[config.mk]
export PLATFORM = sky130hd
export DESIGN_NAME = fib_reverse_stepper
export DESIGN_NICKNAME = d
export VERILOG_FILES = /design/src/rtl/fib_reverse_stepper.sv
export SDC_FILE = /design/constraint.sdc
export NUM_CORES = 1
export LEC_CHECK = 0
export ABC_CLOCK_PERIOD_IN_PS = 9500
export CAP_MARGIN = 20
export CORE_MARGIN = 5
export CORE_UTILIZATION = 25
export CTS_CLUSTER_SIZE = 12
export DETAILED_ROUTE_END_ITERATION = 6
export PLACE_DENSITY = 0.52
export SLEW_MARGIN = 20
export SYNTH_ARGS = -nofsm -noshare
export SYNTH_HDL_FRONTEND = slang
export SYNTH_SLANG_ARGS = --single-unit
export TNS_END_PERCENT = 30
[constraint.sdc]
create_clock -name clk -period 9.5 [get_ports clk]
set_input_delay 1.425 -clock clk [delete_from_list [all_inputs] [get_ports clk]]
set_output_delay 1.425 -clock clk [all_outputs]
set_load 0.01 [all_outputs]
[src/rtl/fib_reverse_stepper.sv]
// fib_reverse_stepper
//   Walks a Fibonacci sequence backwards from a loaded adjacent pair
//   (F(n), F(n+1)) down to F(0). Each earlier term F(k-1) = F(k+1) - F(k)
//   is formed by a bit-serial ripple subtractor, one bit per clock, LSB first.
//   Each recovered term is presented on term_out with a term_valid strobe.
//
// Ports
//   clk        : rising-edge clock
//   reset      : asynchronous, active-high clear of all state
//   start      : load request, sampled only in IDLE
//   prev_in    : F(n), the lower term of the starting pair
//   curr_in    : F(n+1), the upper term of the starting pair
//   busy       : walk in progress (stays high through the done cycle)
//   term_valid : one-cycle strobe qualifying term_out
//   term_out   : last recovered term; held between strobes
//   step_count : terms emitted since the last start (saturating)
//   done       : one-cycle pulse at the end of a walk
//   error      : sticky borrow flag (upper < lower); cleared by the next start
module fib_reverse_stepper #(
  parameter int WIDTH   = 64,
  parameter int COUNT_W = 8
) (
  input  logic               clk,
  input  logic               reset,
  input  logic               start,
  input  logic [WIDTH-1:0]   prev_in,
  input  logic [WIDTH-1:0]   curr_in,
  output logic               busy,
  output logic               term_valid,
  output logic [WIDTH-1:0]   term_out,
  output logic [COUNT_W-1:0] step_count,
  output logic               done,
  output logic               error
);

  localparam int BCW = (WIDTH > 1) ? $clog2(WIDTH) : 1;
  localparam logic [BCW-1:0] LAST_BIT = BCW'(WIDTH - 1);

  typedef enum logic [1:0] {IDLE, SUB, FIN, DONE} state_t;

  state_t           state, state_n;
  logic [WIDTH-1:0] a, b, d;   // a = lower term, b = upper term, d = b - a
  logic             bw;        // running borrow
  logic [BCW-1:0]   bitcnt;
  logic             dbit, bw_n;

  // One full-subtractor slice on the current LSBs of b and a.
  always_comb begin
    dbit = b[0] ^ a[0] ^ bw;
    bw_n = (~b[0] & a[0]) | (~(b[0] ^ a[0]) & bw);
  end

  always_comb begin
    state_n = state;
    case (state)
      IDLE: if (start) state_n = (prev_in == '0) ? DONE : SUB;
      SUB:  if (bitcnt == LAST_BIT) state_n = FIN;
      // A borrow ends the walk with an error; a zero difference is F(0).
      FIN:  state_n = (bw || d == '0) ? DONE : SUB;
      DONE: state_n = IDLE;
      default: state_n = IDLE;
    endcase
  end

  always_ff @(posedge clk or posedge reset) begin
    if (reset) state <= IDLE;
    else       state <= state_n;
  end

  always_ff @(posedge clk or posedge reset) begin
    if (reset) begin
      a          <= '0;
      b          <= '0;
      d          <= '0;
      bw         <= 1'b0;
      bitcnt     <= '0;
      busy       <= 1'b0;
      term_valid <= 1'b0;
      term_out   <= '0;
      step_count <= '0;
      done       <= 1'b0;
      error      <= 1'b0;
    end else begin
      term_valid <= 1'b0;
      done       <= 1'b0;
      // busy falls the cycle after the done pulse; a start accepted on that
      // same edge re-asserts it below.
      if (done) busy <= 1'b0;
      case (state)
        IDLE: if (start) begin
          a          <= prev_in;
          b          <= curr_in;
          step_count <= '0;
          error      <= 1'b0;
          bitcnt     <= '0;
          bw         <= 1'b0;
          busy       <= 1'b1;
        end
        SUB: begin
          d      <= {dbit, d[WIDTH-1:1]};
          // Rotating (not shifting) restores a and b after WIDTH bits.
          a      <= {a[0], a[WIDTH-1:1]};
          b      <= {b[0], b[WIDTH-1:1]};
          bw     <= bw_n;
          bitcnt <= (bitcnt == LAST_BIT) ? '0 : bitcnt + 1'b1;
        end
        FIN: begin
          bw <= 1'b0;
          if (bw) begin
            error <= 1'b1;
          end else begin
            term_valid <= 1'b1;
            term_out   <= d;
            if (step_count != {COUNT_W{1'b1}}) step_count <= step_count + 1'b1;
            // Slide the window down one term: (a, b) <- (d, a).
            b <= a;
            a <= d;
          end
        end
        DONE: done <= 1'b1;
        default: ;
      endcase
    end
  end

endmodule
==> flow_summary.yaml <==
cells_and_area:
  nFillCells: 5338
  final_util_pct: 32.38
  area_growth_syn_to_layout_pct: 28.06
  drive_gt1_share_pct: 8.559
  final_net_count: 1705
  design_area_sq_um: 16640
synth:
  syn_area_sq_um: 13000
  netlist_instances: 1425
  synth_seq_cells: 277
  yosys-top-cells-area: "dfrtp_1 53%, nand2_1 13%, o21ai_0 8.9%"
  syn-num-nets: 1563
  yosysSeqAreaShare_pct: 53.33
  yosys_warnings: 0
  avgSynthCellArea_sq_um: 9.121
  synth_top_area_share_pct: 53.33
  yosys.area.top_type: "dfrtp_1"
  ys_types: 38
setup_path:
  endpoint_kind: "register"
  cp_max_fo: 129
  start_kind: "register"
  cp_num_buf_inv: 2
  path_delay_family: "simple AND/OR/NAND/NOR gates"
  critPathKind: "register to register"
  critPathArrivalTime_ns: 3.99
  slowest_stage: "ha_4"
  cp.required_ns: 9.87
  cpPeakStageDelay_ns: 0.73
  path_cells: "inv_1 > ha_4 > nand2_1 > nand2_8 > buf_6 > o21ai_0"
run_status:
  outcome: "finished clean"
global_routing:
  met1_usage_pct: 22.15
  grt_pass1_vias: 10870
  top_usage_layer: "met2"
  antenna_found_initial: 5
  grt_max_degree: 171
  use_met2_pct: 24.85
  globalRouteMet3Util_pct: 2.832
  grt_overflow: 0
  grt.total_usage_pct: 15.66
  grt_pass1_wl_microns: 68900
timing:
  fmax_mhz: 276.4
  fin_setup_tns_ns: 0
  skew_ns: 0.02176
  finalCritPeriodShare_pct: 38.09
  rsz0062_at_grt: "no"
  finalHoldViolations: 0
  finalCriticalPeriod_ns: 3.618
  worstMarginPinSlew_ns: 1.019
  slew_violations: 0
  slew-limit-headroom_pct: 31.44
  setup_viol: 0
drt:
  drt_pass1_iterations: 5
  drc: 0
  routedWlPerCell_microns: 19.93
  vias: 11010
  antenna_left: 0
  drt-initial-drc-count: 870
  postRouteWirelength_microns: 45250
  via_per_inst: 4.850
die:
  io_pins: 207
  rows: 83
  dieWidth_microns: 238.0
  fp.dieH_microns: 238.0
  start_util_pct: 25.28
  core-area_sq_um: 51410
  die_area_sq_um: 56650
clock_network:
  cts_htree_levels: 2
  clk_latency_ns: 0.54
  cts_root_buffer: "clkbuf_16"
  path_clk_slew_ns: 0.06
  cts_tree: "yes"
  cts_sinks: 277
  clockBufferDepth: 3
  cts_made_buffers: 34
  cts_setup_buffers: 0
  cts-resized-gates: 0
  cts-hold-fix-buffers: 0
placed_design:
  post-dp-hpwl_microns: 31410
  io_buffers: 206
  dpl_cell_area_sq_um: 15530
  place_congestion: 0.7993
power_and_ir_drop:
  power-per-cell-area_nw_per_um2: 340.6
  peakVddDrop_mv: 0.1850
  p_leak_uw: 0.007165
job:
  cap_viol_max_count: 0
hold_path:
  hold_path_class: "register to register"
worst register-to-register path: stages (launching register included):
cell and delay [ns]:
dfrtp_1 0.43, inv_1 0.19, ha_4 0.73, nand2_1 0.43, nand2_8 0.58, buf_6 0.74
o21ai_0 0.34
where the power goes:
part / leakage, uW / internal (uW) / switching [uW]
combinational: 0.00305 / 914 / 1510
clock: 0.000544 / 792 / 519
sequential: 0.00357 / 1600 / 327
total: 0.00717 / 3310 / 2360
area by class of cell:
class	count	area, sq um	share of cell area [%]
inverters	6	30.03	0.1804
diodes	1	2.502	0.01503
flip-flops and latches	277	6932	41.64
well taps	680	850.8	5.112
clock inverters	6	83.83	0.5036
multi-input cells	1032	5573	33.48
clock buffers	52	1020	6.126
repair buffers	216	2153	12.94
per-layer routing:
layer | vias up | part of all wire (%)
met3 | 52 | 5.4
met1 | 5396 | 46
li1 | 5260 | -
met2 | 297 | 46
met5 | - | 0.031
met4 | 4 | 2.0
logic make-up (layout without fill, tap and decap cells):
kind of cell	count (synthesis)	in the layout	share of synthesized area, %
other	0	1	0
flip-flops	277	277	53.33
buffers and inverters	116	280	4.207
AND/OR/NAND/NOR	538	538	16.92
AO/OA/AOI/OAI	423	423	19.27
multiplexers	64	64	5.535
adder cells (fa/ha/maj)	7	7	0.7316
synth_stat cells, drive strengths merged:
cell / n
a21o: 3
a21oi: 6
a22o: 8
a22oi: 128
a32o: 1
and3: 2
buf: 60
clkbuf: 50
dfrtp: 277
fa: 1
ha: 6
inv: 6
mux2: 63
mux2i: 1
nand2: 461
nand2b: 6
nand3: 8
nand4: 8
nor2: 7
nor2b: 2
nor3: 7
nor4: 29
nor4b: 2
o2111ai: 1
o21ai: 272
o22ai: 2
o31ai: 2
or2: 2
or3: 3
or4: 1
placed cells by master, fill, tap and decap left out, drive strengths merged, types with 3 or more instances in the layout:
cell           Yosys  final
o21ai            272    272
nand2b             6      6
a21o               3      3
clkdlybuf4s50      0    206
dfrtp            277    277
a22o               8      8
a21oi              6      6
nand4              8      8
ha                 6      6
or3                3      3
nor4              29     29
nor2               7      7
buf               60     10
a22oi            128    128
mux2              63     63
clkinv             0      3
clkbuf            50     52
nand3              8      8
nor3               7      7
nand2            461    461
inv                6      7
state kept, by name, indices dropped and copies added, names as in the netlist, 2 cells and up:
name        flops
b              64
term_out       64
state           2
step_count      8
bitcnt          6
a              64
d              64
path summary, 6_finish.rpt:
kind	start	to	slack [ns]	cells past startpoint
max in group asynchronous	reset	term_out[42]$_DFFE_PP0P_	6.71	3
setup / recovery	state[0]$_DFFE_PP0P_	a[24]$_DFFE_PP0P_	5.88	6
hold reg to reg	term_out[51]$_DFFE_PP0P_	term_out[51]$_DFFE_PP0P_	0.47	2
min in group asynchronous	reset	term_out[7]$_DFFE_PP0P_	1.37	2
hold / removal	term_out[51]$_DFFE_PP0P_	term_out[51]$_DFFE_PP0P_	0.47	2
setup reg to reg	state[0]$_DFFE_PP0P_	a[24]$_DFFE_PP0P_	5.88	6
stage by stage:
step                hold WS, ns  cells  total power [uW]  worst slack, ns
global placement         0.4629   2211              4345            5.450
CTS                      0.4768   2269              5743            5.614
detailed placement       0.4622   2211              4406            5.376
global route             0.4953   2270              6173            5.601
floorplan                0.4450   1425              3734           0.4379
finish                   0.4722   2270              5670            5.882
Note: power is estimated with default switching activity, not from simulation.
